$ cat src/rtl/pwm_pkg.sv
// Shared constants and helpers for the PWM pulse generator and upstream duty generators.
package pwm_pkg;

  localparam int unsigned PWM_CNT_W = 6;
  localparam int unsigned PWM_STEPS = 64;
  localparam int unsigned DUTY_W    = 7;

  localparam logic [DUTY_W-1:0] DUTY_FULL = 7'd64;

  // Clamp a requested duty onto the 0..64 scale.
  function automatic logic [DUTY_W-1:0] sat_duty(input logic [DUTY_W-1:0] d);
    return (d > DUTY_FULL) ? DUTY_FULL : d;
  endfunction

endpackage

$ cat src/rtl/pwm_prescaler.sv
// Divides sysclk into PWM count steps: tick is high on the last cycle of each step.
module pwm_prescaler #(
  parameter int unsigned PRESCALE   = 1,
  parameter int unsigned PRESCALE_W = 8
) (
  input  logic sysclk,
  input  logic reset,
  input  logic clear,
  output logic tick
);

  localparam logic [PRESCALE_W-1:0] PRE_LAST = PRESCALE_W'(PRESCALE - 1);

  logic [PRESCALE_W-1:0] pre_cnt_q;
  logic [PRESCALE_W-1:0] pre_cnt_d;

  assign tick = (pre_cnt_q == PRE_LAST);

  // Next prescale count: held at zero while cleared, otherwise wraps on tick.
  always_comb begin
    pre_cnt_d = pre_cnt_q;
    if (clear) begin
      pre_cnt_d = '0;
    end else if (tick) begin
      pre_cnt_d = '0;
    end else begin
      pre_cnt_d = pre_cnt_q + PRESCALE_W'(1);
    end
  end

  // Prescale counter register.
  always_ff @(posedge sysclk) begin
    if (reset) begin
      pre_cnt_q <= '0;
    end else begin
      pre_cnt_q <= pre_cnt_d;
    end
  end

endmodule

$ cat src/rtl/pwm_pulse_generator.sv
// 64-step PWM generator with period-boundary double-buffered duty and period-start strobe.
module pwm_pulse_generator
  import pwm_pkg::*;
#(
  parameter int unsigned PRESCALE   = 1,
  parameter int unsigned PRESCALE_W = 8
) (
  input  logic              sysclk,
  input  logic              reset,
  input  logic              enable,
  input  logic [DUTY_W-1:0] duty_in,
  output logic              pwm_out,
  output logic              period_start,
  output logic [DUTY_W-1:0] duty_active
);

  localparam logic [PWM_CNT_W-1:0] PWM_LAST = PWM_CNT_W'(PWM_STEPS - 1);

  logic                 tick;
  logic [PWM_CNT_W-1:0] pwm_cnt_q,      pwm_cnt_d;
  logic [DUTY_W-1:0]    duty_active_q,  duty_active_d;
  logic                 pwm_out_q,      pwm_out_d;
  logic                 period_start_q, period_start_d;
  // Mirrors "prescale counter is at zero" so the strobe needs no extra prescaler port.
  logic                 pre_zero_q,     pre_zero_d;

  pwm_prescaler #(
    .PRESCALE   (PRESCALE),
    .PRESCALE_W (PRESCALE_W)
  ) u_prescaler (
    .sysclk (sysclk),
    .reset  (reset),
    .clear  (!enable),
    .tick   (tick)
  );

  // Next-state for step counter, duty buffer and registered outputs.
  always_comb begin
    pwm_cnt_d      = pwm_cnt_q;
    duty_active_d  = duty_active_q;
    pwm_out_d      = 1'b0;
    period_start_d = 1'b0;
    pre_zero_d     = 1'b1;
    if (!enable) begin
      pwm_cnt_d     = '0;
      duty_active_d = sat_duty(duty_in);
    end else begin
      pwm_out_d      = ({1'b0, pwm_cnt_q} < duty_active_q);
      period_start_d = (pwm_cnt_q == '0) && pre_zero_q;
      pre_zero_d     = tick;
      if (tick) begin
        pwm_cnt_d = pwm_cnt_q + PWM_CNT_W'(1);
        if (pwm_cnt_q == PWM_LAST) begin
          duty_active_d = sat_duty(duty_in);
        end
      end
    end
  end

  // State and output registers; reset aborts any period in progress.
  always_ff @(posedge sysclk) begin
    if (reset) begin
      pwm_cnt_q      <= '0;
      duty_active_q  <= '0;
      pwm_out_q      <= 1'b0;
      period_start_q <= 1'b0;
      pre_zero_q     <= 1'b1;
    end else begin
      pwm_cnt_q      <= pwm_cnt_d;
      duty_active_q  <= duty_active_d;
      pwm_out_q      <= pwm_out_d;
      period_start_q <= period_start_d;
      pre_zero_q     <= pre_zero_d;
    end
  end

  assign pwm_out      = pwm_out_q;
  assign period_start = period_start_q;
  assign duty_active  = duty_active_q;

endmodule

$ cat config.mk
export PLATFORM = sky130hd
export DESIGN_NAME = pwm_pulse_generator
export DESIGN_NICKNAME = d
export VERILOG_FILES = /design/src/rtl/pwm_pkg.sv /design/src/rtl/pwm_prescaler.sv /design/src/rtl/pwm_pulse_generator.sv
export SDC_FILE = /design/constraint.sdc
export NUM_CORES = 1
export LEC_CHECK = 0
export ABC_CLOCK_PERIOD_IN_PS = 1500
export CAP_MARGIN = 10
export CORE_UTILIZATION = 46
export DETAILED_ROUTE_END_ITERATION = 6
export PLACE_DENSITY = 0.73
export SYNTH_ARGS = -nofsm -noshare
export SYNTH_HDL_FRONTEND = slang
export SYNTH_SLANG_ARGS = --single-unit
$ cat constraint.sdc
create_clock -name sysclk -period 1.5 [get_ports sysclk]
set_input_delay 0.3 -clock sysclk [delete_from_list [all_inputs] [get_ports sysclk]]
set_output_delay 0.3 -clock sysclk [all_outputs]
set_load 0.05 [all_outputs]
## Word-level counts from Yosys, hierarchy flattened

Cells that the tools add are included.

| storage, ports and cells | value |
|---|---|
| register bits | 24 |
| latch bits | 0 |
| memory bits (writable) | 0 |
| memory bits (read-only) | 0 |
| input port bits | 10 |
| memories | 0 |

| cells by class | value |
|---|---|
| add/subtract/negate cells | 2 |
| $mul | 0 |
| divide/modulo/power cells | 0 |
| order comparisons | 2 |
| eq/ne operators | 3 |
| shifts and indexed selects | 0 |
| multiplexer cells | 4 |
| bitwise operators | 1 |
| reductions and logical operators | 6 |

Operators by type and width:

| operator | count |
|---|---|
| 2-to-1 mux 7 bit | 4 |
| adder 8 x 1 -> 8 bit, second input constant | 1 |
| logical NOT 8 bit | 1 |
| greater-than comparator 7 bit, second input constant | 1 |
| less-than comparator 6 x 7 -> 1 bit | 1 |
| adder 6 x 1 -> 6 bit, second input constant | 1 |
| == test 6 bit, second input constant | 1 |
| logical NOT 6 bit | 1 |
| != test 2 x 1 -> 1 bit, second input constant | 2 |
| OR reduction 3 bit | 1 |
| AND reduction 2 bit | 1 |
| OR reduction 2 bit | 1 |
| logical AND 1 bit | 1 |
| NOT 1 bit | 1 |

## Depth between registers and ports, before layout

Gate-level depths: netlist (run 1).

| logic depth | value |
|---|---|
| depth after elaboration | 5 |
| gate-level depth with buffers | 7 |
| depth with buffers taken out | 6 |

## Modules after synthesis

A second synthesis (run 1) with hierarchy kept.

| unflattened totals | value |
|---|---|
| cell total of the unflattened synthesis | 129 |
| area total of the unflattened synthesis | 1163.6 µm² |

Modules (own cells, without submodules):

| module | times used | cells each | area an instance (µm²) |
|---|---|---|---|
| pwm_pulse_generator | 1 | 87 | 783.3 |
| pwm_prescaler | 1 | 42 | 380.4 |

## Least setup slack after synthesis (run 1)

OpenSTA, ideal clock, no wires.

| path | value |
|---|---|
| kind | register to register |
| start | reg u_prescaler.pre_cnt_q[0] |
| end | reg duty_active_q[3], in the netlist duty_active[3] |
| setup time | 0.070 ns |
| arrival | 1.622 ns |
| required time | 1.430 ns |
| path slack | -0.192 ns |
| stages on the path, launching flop included | 8 |
| buffers on the path | 1 |
| clock period less this slack | 1.692 ns |
| cell sequence | dfxtp_1 -> inv_1 -> ha_1 -> nor4b_4 -> a41oi_2 -> buf_6 -> or3b_1 -> a21oi_1 |

| on the way | value |
|---|---|
| cells in the longest elaborated chain, start to end | 3 |

RTL lines:

| what | line | source |
|---|---|---|
| start, declared | pwm_prescaler.sv:14 | `logic [PRESCALE_W-1:0] pre_cnt_q;` |
| start signal, assigned | pwm_prescaler.sv:36 | `pre_cnt_q <= pre_cnt_d;` |
| logical NOT 8 bit | pwm_prescaler.sv:17 | `assign tick = (pre_cnt_q == PRE_LAST);` |
| != test 2 x 1 -> 1 bit (no line) | n/a |  |
| AND reduction 2 bit (no line) | n/a |  |
| end signal, assigned | pwm_pulse_generator.sv:70 | `duty_active_q <= duty_active_d;` |
| end, declared | pwm_pulse_generator.sv:21 | `logic [DUTY_W-1:0] duty_active_q, duty_active_d;` |

No other way between the ends.
A chain may end at the register's enable or synchronous reset.

## Worst setup path in the final report (run 1)

Ends and elaborated chain as after synthesis.

==> parameters.txt, run 1 <==
Parameter                              Value

Floorplanning
  Die Span X ... 52.22 um
  Row count ... 17
  I/O pin count ... 19
  Floorplan die area ... 2726 um2
  Core Region ... 2297 um2
  Chip Height ... 52.22 um
  Initial standard-cell utilization of the core ... 50.49%

Timing
  Final sum of negative setup slack ... -1.177 ns
  Relative slew slack ... 81.13%
  Setup skew after layout ... 0.004175 ns
  Final slew viol count ... 0
  RSZ-0062 raised after global routing ... true
  Worst-Margin Slew ... 0.2831 ns
  Final critical delay including setup and external delays ... 1.700 ns
  Final period utilization ... 113.3%
  Post-route setup slack ... -0.2001 ns
  Final setup violation count ... 8
  Highest clock rate ... 588.2 MHz
  Final-report hold violation count ... 0

Synth
  Basic-gate share of the synthesized area counting and, or, nand and nor cells ... 26.65%
  Fraction of post-synthesis cell area in the top cell type by area ... 41.42%
  Adder-cell share of the synthesized area ... 9.709%
  Area contributors post-synth ... dfxtp_1, ha_1, xor2_1
  Synthesis Warnings ... 0
  Commonest register cell after synthesis ... dfxtp_1
  Synth Net Count ... 146
  Ranking of synthesized cells by instance count ... dfxtp_1, nor2_1, inv_1
  Cell type contributing the most total cell area after synthesis ... dfxtp_1
  Distinct cell type count of the synthesized netlist ... 29
  Most used standard cell by instance count after synthesis ... dfxtp_1
  Count of flip-flops with a built-in enable after synthesis ... 0
  Compound-Gate Fraction of Synth Area ... 8.306%
  Post-synthesis sequential element count ... 24
  Part of the Yosys area used for sequential elements ... 41.42%
  Mux cell area share after synthesis ... 0.8630%
  Post-synthesis share of cell area spent on xor and xnor gates ... 7.551%
  Combinational family with the most area after synthesis ... simple AND/OR/NAND/NOR gates
  Fraction of registers with async set or reset after synthesis ... 0%
  Mean cell area of the mapped netlist ... 9.133 um2
  Mapped Cells ... 127
  Area of the mapped netlist ... 1160 um2

Critical path
  Launch point of the critical path ... u_prescaler.pre_cnt_q[0]$_SDFF_PP0_
  CP endpoint kind ... flop
  Critical path start-end classification ... flop to flop
  CP required ... 1.75 ns
  R2r startpoint ... u_prescaler.pre_cnt_q[0]$_SDFF_PP0_
  CP Data Arrival Time ... 1.95 ns
  CP max FO ... 5
  Startpoint class of the critical path ... flop

Clock tree
  Reg clk slew, reported paths ... 0.13 ns
  Clk Latency, worst-skew pair ... 0.31 ns
  Number of H-tree levels ... 1
  Clock Path Buffers ... 2
  Clock Sink Count ... 24
  Total of hold buffers inserted after clock tree synthesis ... 0
  Clock root cell ... clkbuf_4
  Inserted Clock Buffers ... 3
  Clock tree from TritonCTS ... done

Cells and area
  Utilization of the core after routing ... 75.16%
  Final standard cell count with taps included and fillers excluded ... 199
  Area growth from synthesis to layout ... 48.87%
  Final-stage net count ... 191
  Ratio of cells with drive above 1 in the final layout ... 34.50%
  Diode insertion count for antenna repair ... 0

Global route
  Total gr overflow ... 0
  Wire length of the first global-routing pass ... 4278 um
  Via count of the first global-routing pass ... 1009
  Pin count of the biggest net entering global routing ... 14
  Total track usage ... 21.36%
  Antenna violations before repair ... 0

Route
  Topmost layer with routed signal wires ... met4
  Detailed-routed wire length on met2 ... 1349 um
  DRC Markers ... 0
  Met1 Routed Length ... 1050 um
  Number of violations reported at the end of detailed-routing iteration 0 ... 8
  Total length of routed met3 wires ... 69 um
  Via density per instance ... 5.085
  DRT Wirelength ... 2484 um
  Post-detailed-route wirelength per cell ... 12.48 um
  Total via count after detailed routing ... 1012
  Number of optimization iterations in the first detailed-route pass ... 4
  Detail Route Antenna Nets ... 0

Power
  Ratio of total power to cell area ... 692.9 nW/um2
  Max IR drop VDD ... 0.0006425 V
  Leakage power summed over all cells ... 0.7301 nW

Placement
  Cell Count Post-Placement ... 193
  IO buf count ... 18
  Placer Congestion ... 0.8474
  Post-placement worst setup slack ... -0.1844 ns
  Placed wire-length estimate after detailed placement ... 1936 um

Outcome
  Violations in the final reports ... setup timing
  Status ... finished with violations

Min path
  Worst hold path type ... flop to flop
  Hold path startpoint ... pre_zero_q$_SDFF_PP1_

Job
  Reported max-cap violation count ... 0
state kept, by name, summed over array words and instances, names as in the netlist:
signal,count
pwm_cnt_q,6
pwm_out,1
pre_zero_q,1
duty_active,7
period_start,1
u_prescaler.pre_cnt_q,8
worst max-delay path, cell delays in order (launching register included):
cell	delay [ns]
dfxtp_2	0.35
inv_2	0.06
ha_4	0.12
nor4b_4	0.23
a41oi_2	0.22
buf_4	0.20
or3b_1	0.35
a21oi_2	0.13
through the flow:
stage / power (mW) / hold slack (ns) / instance area (um2)
6_report: 1.196 / 0.4790 / 1727
5_1_grt: 1.259 / 0.4882 / 1727
4_1_cts: 1.200 / 0.4798 / 1695
3_5_place_dp: 0.8666 / 0.4620 / 1624
3_3_place_gp: 0.8619 / 0.4503 / 1624
2_1_floorplan: 0.7656 / 0.4275 / 1161
final cells by class:
type | instances | area, um2
clock buffers | 4 | 36.28
fillers | 166 | 570.5
inverters | 11 | 41.29
multi-input cells | 88 | 661.9
flip-flops and latches | 24 | 483.0
well taps | 28 | 35.03
repair buffers | 44 | 469.2
cells by family after synthesis:
logic type,after synthesis
muxes,1
DFF,24
and+or+nand+nor,53
xor gates and xnor gates,10
adders and majority gates,9
buffers and inverters,15
AOI/OAI and AO/OA,15
cell usage in the layout, fill, tap and decap left out, drive strengths merged, types with 8 or more instances in the layout:
cell           synthesis  final
buf                    1     35
dfxtp                 24     24
nor2                  15     15
inv                   11     11
nand3                  9      9
clkdlybuf4s50          0      9
nand2                  9      9
ha                     9      9
a21oi                  9      9
xor2                   8      8
timing repair:
action                                  CTS  global route
setup buffers                             2             0
endpoints found under the setup margin   15            19
gates resized for setup                   5            10
pin swaps                                 3             4
gates cloned                              0             0
per-layer routing:
layer | up-vias | track usage, %
li1 | 516 | -
met1 | 475 | 23.57
met2 | 19 | 39.53
met3 | 2 | 2.899
met4 | 0 | 10.53
met5 | - | 0
report_power, final:
| group | internal (mW) | switching, mW |
|---|---|---|
| Sequential | 0.651 | 0.0127 |
| Combinational | 0.105 | 0.0898 |
| Clock | 0.148 | 0.189 |
path summary, 6_finish.rpt:
path	end	slack [ns]	cells past startpoint
worst min register to register	period_start$_SDFF_PP0_	0.48	1
worst max register to register	duty_active[3]$_SDFFE_PP0P_	-0.20	7
worst min-delay path	period_start$_SDFF_PP0_	0.48	1
worst max-delay path	duty_active[3]$_SDFFE_PP0P_	-0.20	7
Note: power is estimated with default switching activity, not from simulation.
==> run 2, diff against run 1 <==
Settings changed: CORE_UTILIZATION 46 to 58, CTS_BUF_LIST from default to sky130_fd_sc_hd__clkbuf_4 sky130_fd_sc_hd__clkbuf_8, DONT_BUFFER_PORTS from default to 1, PLACE_DENSITY 0.73 to 0.76.
==> run 2 against run 1 <==
  * The flow still finishes with violations (setup timing)
  * Largest power group unchanged
  * Critical path type unchanged
  * Clock power decreased by 1%
  * Clock skew shrank 0.0029 ns
  * Utilization rose by 6.2 points
  * Power fell by 6.4%
  * Cell area decreased by 15%
  * Global-route usage up 2.3 points
  * Critical endpoint is now duty_active[5]$_SDFFE_PP0P_
==> parameters.txt, run 2 (synthesized netlist as in run 1, its figures left out) <==
Parameter                              Value

Cells and area
  Most flop-heavy register ... u_prescaler.pre_cnt_q
  Storage cell area ... 483.0 um2 (unchanged)
  # fillers ... 124 (-25%)
  Final instance area ... 1466 um2 (-15%)
  Total area of multi-input combinational cells ... 668.1 um2 (+0.95%)
  Most frequent standard cell in the layout excluding fill and tap cells ... buf_4
  Ratio of cells with drive above 1 in the final layout ... 32.47% (-2.0 points)
  Final standard cell count with taps included and fillers excluded ... 179 (-10%)
  Commonest cells after routing, fill and taps aside ... buf_4, dfxtp_1, nor2_1, inv_1
  Number of flip-flops in the largest register ... 8 (unchanged)
  Final-stage net count ... 174 (-8.9%)
  Diode insertion count for antenna repair ... 0 (unchanged)
  Area growth from synthesis to layout ... 26.43%

Critical path
  CP Data Arrival Time ... 1.94 ns (about the same)
  Startpoint class of the critical path ... flop
  Buffers and inverters on the worst path ... 2 (unchanged)
  Critical-path cell with the highest stage delay ... or3b_4
  Series of cell instances along the critical path ... inv_1, ha_1, nor4b_4, a41oi_2, buf_4, or3b_4, a21oi_2
  Kind of cell with the highest combined delay on the critical path ... simple AND/OR/NAND/NOR gates
  CP max FO ... 5 (unchanged)
  Critical path start-end classification ... flop to flop
  CP max stage delay ... 0.37 ns (+0.02 ns)
  CP required ... 1.75 ns (about the same)
  CP endpoint kind ... flop

Floorplanning
  Die Span X ... 46.72 um (-11%)
  I/O pin count ... 19 (unchanged)
  Core Region ... 1802 um2 (-22%)
  Initial standard-cell utilization of the core ... 64.37% (+14 points)
  Chip Height ... 46.72 um (-11%)
  Floorplan die area ... 2183 um2 (-20%)
  Row count ... 15 (-2)

Timing
  Final period utilization ... 112.5% (-0.79 points)
  Final slew viol count ... 0 (unchanged)
  Final setup violation count ... 8 (unchanged)
  Relative slew slack ... 68.44% (-13 points)
  Final critical delay including setup and external delays ... 1.688 ns (-0.01191 ns)
  Setup skew after layout ... 0.001276 ns (-0.002900 ns)
  Post-route setup slack ... -0.1882 ns (+0.01191 ns)
  RSZ-0062 raised after global routing ... true
  Worst-Margin Slew ... 0.4727 ns (+0.1896 ns)
  Final-report hold violation count ... 0 (unchanged)
  Highest clock rate ... 592.3 MHz (+0.71%)

Route
  Total via count after detailed routing ... 958 (-5.3%)
  Number of violations reported at the end of detailed-routing iteration 0 ... 12 (+4)
  Detail Route Antenna Nets ... 0 (unchanged)
  DRC Markers ... 0 (unchanged)
  DRT Wirelength ... 2501 um (+0.68%)
  Via density per instance ... 5.352 (+5.2%)
  Post-detailed-route wirelength per cell ... 13.97 um (+12%)
  Number of optimization iterations in the first detailed-route pass ... 5 (+1)

Clock tree
  Clk Latency, worst-skew pair ... 0.30 ns (about the same)
  Clock Path Buffers ... 2 (unchanged)
  Clock root cell ... clkbuf_4
  Clock tree from TritonCTS ... done
  Clock Sink Count ... 24 (unchanged)
  Inserted Clock Buffers ... 3 (unchanged)
  Number of H-tree levels ... 1 (unchanged)
  Reg clk slew, reported paths ... 0.13 ns (about the same)
  Total of hold buffers inserted after clock tree synthesis ... 0 (unchanged)

Global route
  Met3 track demand over resource ... 3.529% (+0.63 points)
  GRT busiest layer ... met2
  Wire length of the first global-routing pass ... 3629 um (-15%)
  Antenna violations before repair ... 0 (unchanged)
  Met2 track demand over resource in global routing ... 46.67% (+7.1 points)
  Total gr overflow ... 0 (unchanged)
  GR Util met1 ... 26.07% (+2.5 points)
  Via count of the first global-routing pass ... 895 (-11%)
  Pin count of the biggest net entering global routing ... 14 (unchanged)
  Total track usage ... 23.64% (+2.3 points)

Power
  Leakage power summed over all cells ... 0.6215 nW (-15%)
  Ratio of total power to cell area ... 763.5 nW/um2 (+10%)
  Overall power of the completed layout ... 1.120 mW (-6.4%)
  Max IR drop VDD ... 0.0006616 V (+3.0%)

Placement
  Post-placement worst setup slack ... -0.1628 ns (+0.02164 ns)
  IO buf count ... 0 (-18)
  Cell Count Post-Placement ... 173 (-10%)
  Placed wire-length estimate after detailed placement ... 1709 um (-12%)
  Cell area reported after detailed placement ... 1358 um2 (-16%)
  Placer Congestion ... 0.7718 (-8.9%)

Outcome
  Status ... finished with violations
  Violations in the final reports ... setup timing

Job
  Reported max-cap violation count ... 0 (unchanged)

Min path
  Worst hold path type ... input port to flop
==> run 2: cell count changes in the layout (fill, tap and decap cells not counted), sizes merged <==
cell and change:
clkdlybuf4s50 -9, buf -8
==> run 2: metal layers <==
metal,vias to the layer above,routed length [um]
li1,482,-
met1,456,1051
met3,4,59
met4,0,33
met5,-,0
met2,16,1357
==> run 2: stage by stage <==
stage	utilization (%)	TNS (ns)	hold slack [ns]
after floorplan	-	-1.054	0.4275
after global placement	75.35	-0.3989	0.3707
after detailed placement	75.35	-1.142	0.3729
after CTS	78.61	-0.9113	0.03603
after global routing	81.39	-1.898	0.004788
final	81.39	-0.9892	0.03376
==> run 2: layout make-up <==
type / instances / area share [%]
multi-input cells: 88 / 45.56
flip-flops and latches: 24 / 32.94
repair buffers: 27 / 14.08
inverters: 11 / 2.816
clock buffers: 4 / 2.474
well taps: 25 / 2.133
==> run 2: worst reg2reg max path, stage by stage (launching register included) <==
cell     delay [ns]
dfxtp_2        0.34
inv_1          0.05
ha_1           0.14
nor4b_4        0.22
a41oi_2        0.21
buf_4          0.20
or3b_4         0.37
a21oi_2        0.11
==> run 2: worst paths after layout <==
kind	startpoint	endpoint	slack, ns	depth (start not counted)
max	u_prescaler.pre_cnt_q[0]$_SDFF_PP0_	duty_active[5]$_SDFFE_PP0P_	-0.19	7
min	reset	duty_active[3]$_SDFFE_PP0P_	0.03	1
max reg2reg	u_prescaler.pre_cnt_q[0]$_SDFF_PP0_	duty_active[5]$_SDFFE_PP0P_	-0.19	7
min reg2reg	pre_zero_q$_SDFF_PP1_	period_start$_SDFF_PP0_	0.47	1
==> run 2: timing repair <==
action | in CTS | in global routing
setup endpoints to repair | 16 | 20
pin swaps | 1 | 4
gates resized for setup | 2 | 12
cloned | 0 | 0
setup buffers | 2 | 0
==> run 2: power breakdown <==
part / leakage (nW) / switching (mW) / internal (mW)
sequential: 0.196 / 0.0200 / 0.651
combinational: 0.405 / 0.0660 / 0.0489
clock: 0.0210 / 0.185 / 0.148
==> run 3, diff against run 2 <==
Settings changed: ABC_CLOCK_PERIOD_IN_PS 1500 to 1600, CORE_UTILIZATION 58 to 60, GPL_ROUTABILITY_DRIVEN from default to 0.
Clock period 1.5 ns to 1.6 ns, I/O delays scaled along.
==> run 3 against run 2 <==
  * The flow still finishes with violations (setup timing)
  * Utilization increased by 0.74 points
  * Register-to-register slack improved by 0.14 ns
  * Count of clock-buffer cells in the layout fell by 1
  * Clock skew up 0.0045 ns
  * Flip-flop and latch count did not move
  * Die area shrank 3.2%
  * Via count rose by 2.1%
  * Critical path type unchanged
  * Critical endpoint unchanged
  * Largest cell class unchanged
  * Highest routed layer unchanged
==> parameters.txt, run 3 (synthesized netlist as in run 1, its figures left out) <==
Parameter                              Value

Timing
  Final critical delay including setup and external delays ... 1.643 ns (-0.04479 ns)
  Worst-Margin Slew ... 0.4703 ns (-0.002412 ns)
  Final period utilization ... 102.7% (-9.8 points)
  Relative slew slack ... 68.61% (+0.16 points)
  RSZ-0062 raised after global routing ... true
  Highest clock rate ... 608.5 MHz (+2.7%)
  Post-route setup slack ... -0.04344 ns (+0.1448 ns)
  Final setup violation count ... 7 (-1)
  Setup skew after layout ... 0.005796 ns (+0.004520 ns)
  Final-report hold violation count ... 0 (unchanged)
  Final slew viol count ... 0 (unchanged)
  Final sum of negative setup slack ... -0.1872 ns (+0.8020 ns)

Placement
  IO buf count ... 0 (unchanged)
  Cell area reported after detailed placement ... 1320 um2 (-2.8%)
  Placed wire-length estimate after detailed placement ... 1678 um (-1.8%)
  Cell Count Post-Placement ... 168 (-2.9%)

Power
  Leakage power summed over all cells ... 0.6017 nW (-3.2%)
  Ratio of total power to cell area ... 694.2 nW/um2 (-9.1%)
  Max IR drop VDD ... 0.0006133 V (-7.3%)

Critical path
  Kind of cell with the highest combined delay on the critical path ... simple AND/OR/NAND/NOR gates
  Critical-path cell with the highest stage delay ... or3b_1
  Buffers and inverters on the worst path ... 2 (unchanged)
  CP max FO ... 4 (-1)
  CP endpoint kind ... flop
  CP max stage delay ... 0.39 ns (+0.02 ns)
  Startpoint class of the critical path ... flop
  Register-to-Register Setup Slack ... -0.04 ns (+0.14 ns)
  Critical path start-end classification ... flop to flop
  CP Data Arrival Time ... 1.90 ns (-0.04 ns)
  CP required ... 1.86 ns (+0.11 ns)
  Series of cell instances along the critical path ... inv_2, ha_4, nor4b_4, buf_4, a41oi_2, or3b_1, a21oi_1

Floorplanning
  Core Region ... 1764 um2 (-2.1%)
  Die Span X ... 45.97 um (-1.6%)
  Row count ... 15 (unchanged)
  Initial standard-cell utilization of the core ... 65.74% (+1.4 points)
  I/O pin count ... 19 (unchanged)
  Floorplan die area ... 2113 um2 (-3.2%)
  Chip Height ... 45.97 um (-1.6%)

Global route
  Wire length of the first global-routing pass ... 3905 um (+7.6%)
  Via count of the first global-routing pass ... 948 (+5.9%)
  Total track usage ... 26.19% (+2.5 points)
  Antenna violations before repair ... 0 (unchanged)
  Total gr overflow ... 0 (unchanged)
  Pin count of the biggest net entering global routing ... 13 (-1)

Cells and area
  Commonest cells after routing, fill and taps aside ... dfxtp_1, buf_4, nor2_1, inv_1, nand3_1
  Final-stage net count ... 171 (-1.7%)
  Diode insertion count for antenna repair ... 0 (unchanged)
  Ratio of cells with drive above 1 in the final layout ... 30.67% (-1.8 points)
  Area growth from synthesis to layout ... 24.92%
  Number of flip-flops in the largest register ... 8 (unchanged)
  Most flop-heavy register ... u_prescaler.pre_cnt_q
  Final standard cell count with taps included and fillers excluded ... 175 (-2.2%)
  Final instance area ... 1449 um2 (-1.2%)

Clock tree
  Number of H-tree levels ... 1 (unchanged)
  Total of hold buffers inserted after clock tree synthesis ... 0 (unchanged)
  Clock root cell ... clkbuf_4
  Clk Latency, worst-skew pair ... 0.32 ns (+0.02 ns)
  Reg clk slew, reported paths ... 0.13 ns (about the same)
  Clock Path Buffers ... 2 (unchanged)
  Clock tree from TritonCTS ... done
  Clock Sink Count ... 24 (unchanged)
  Inserted Clock Buffers ... 3 (unchanged)

Outcome
  Status ... finished with violations
  Violations in the final reports ... setup timing

Route
  Via density per instance ... 5.589 (+4.4%)
  DRT Wirelength ... 2655 um (+6.2%)
  Detail Route Antenna Nets ... 0 (unchanged)
  Number of optimization iterations in the first detailed-route pass ... 4 (-1)
  Number of violations reported at the end of detailed-routing iteration 0 ... 26 (+14)
  Post-detailed-route wirelength per cell ... 15.17 um (+8.6%)
  Total via count after detailed routing ... 978 (+2.1%)
  DRC Markers ... 0 (unchanged)

Min path
  Worst hold path type ... input port to flop

Job
  Reported max-cap violation count ... 0 (unchanged)
-- run 3: metal layers --
metal  routed length [um]  global-route usage [%]  up-vias
li1                     -                       -      480
met1                 1207                   32.27      470
met2                 1319                   45.63       24
met3                   94                   5.159        4
met4                   34                   7.647        0
met5                    0                       0        -
-- run 3: layout make-up --
class / instances / area [um2]
timing repair buffer: 23 / 176.4
multi-input combinational: 89 / 694.4
clock buffer: 3 / 22.52
inverter: 11 / 41.29
sequential: 24 / 483.0
tap: 25 / 31.28
fill: 113 / 315.3
-- run 3: timing repair --
action,CTS,global route
gates cloned,0,1
endpoints found under the setup margin,7,9
buffers inserted,3,1
resized for setup,9,9
endpoints found under the hold margin,0,0
pin swaps,3,6
-- run 3: power breakdown --
group | switching, mW | total, mW | leakage [nW] | internal [mW]
Sequential | 0.0198 | 0.630 | 0.196 | 0.611
Combinational | 0.0628 | 0.106 | 0.392 | 0.0434
Clock | 0.181 | 0.269 | 0.0138 | 0.0882
Total | 0.264 | 1.01 | 0.602 | 0.742
-- run 3: worst paths after layout --
check / cells past startpoint / startpoint / end
worst max-delay path: 7 / u_prescaler.pre_cnt_q[1]$_SDFF_PP0_ / duty_active[5]$_SDFFE_PP0P_
worst min-delay path: 1 / reset / duty_active[4]$_SDFFE_PP0P_
worst max register to register: 7 / u_prescaler.pre_cnt_q[1]$_SDFF_PP0_ / duty_active[5]$_SDFFE_PP0P_
worst min register to register: 1 / pre_zero_q$_SDFF_PP1_ / period_start$_SDFF_PP0_
-- run 3: metrics by stage --
stage	power, mW	setup slack [ns]	util [%]	hold slack, ns
final	1.006	-0.04344	82.13	0.03866
after floorplan	0.7178	-0.06135	-	0.4275
after global placement	0.7344	-0.01236	74.82	0.3899
after detailed placement	0.7375	-0.1023	74.82	0.3913
after global routing	1.031	-0.1578	82.13	0.03002
after CTS	0.9922	-0.07590	79.43	0.04957
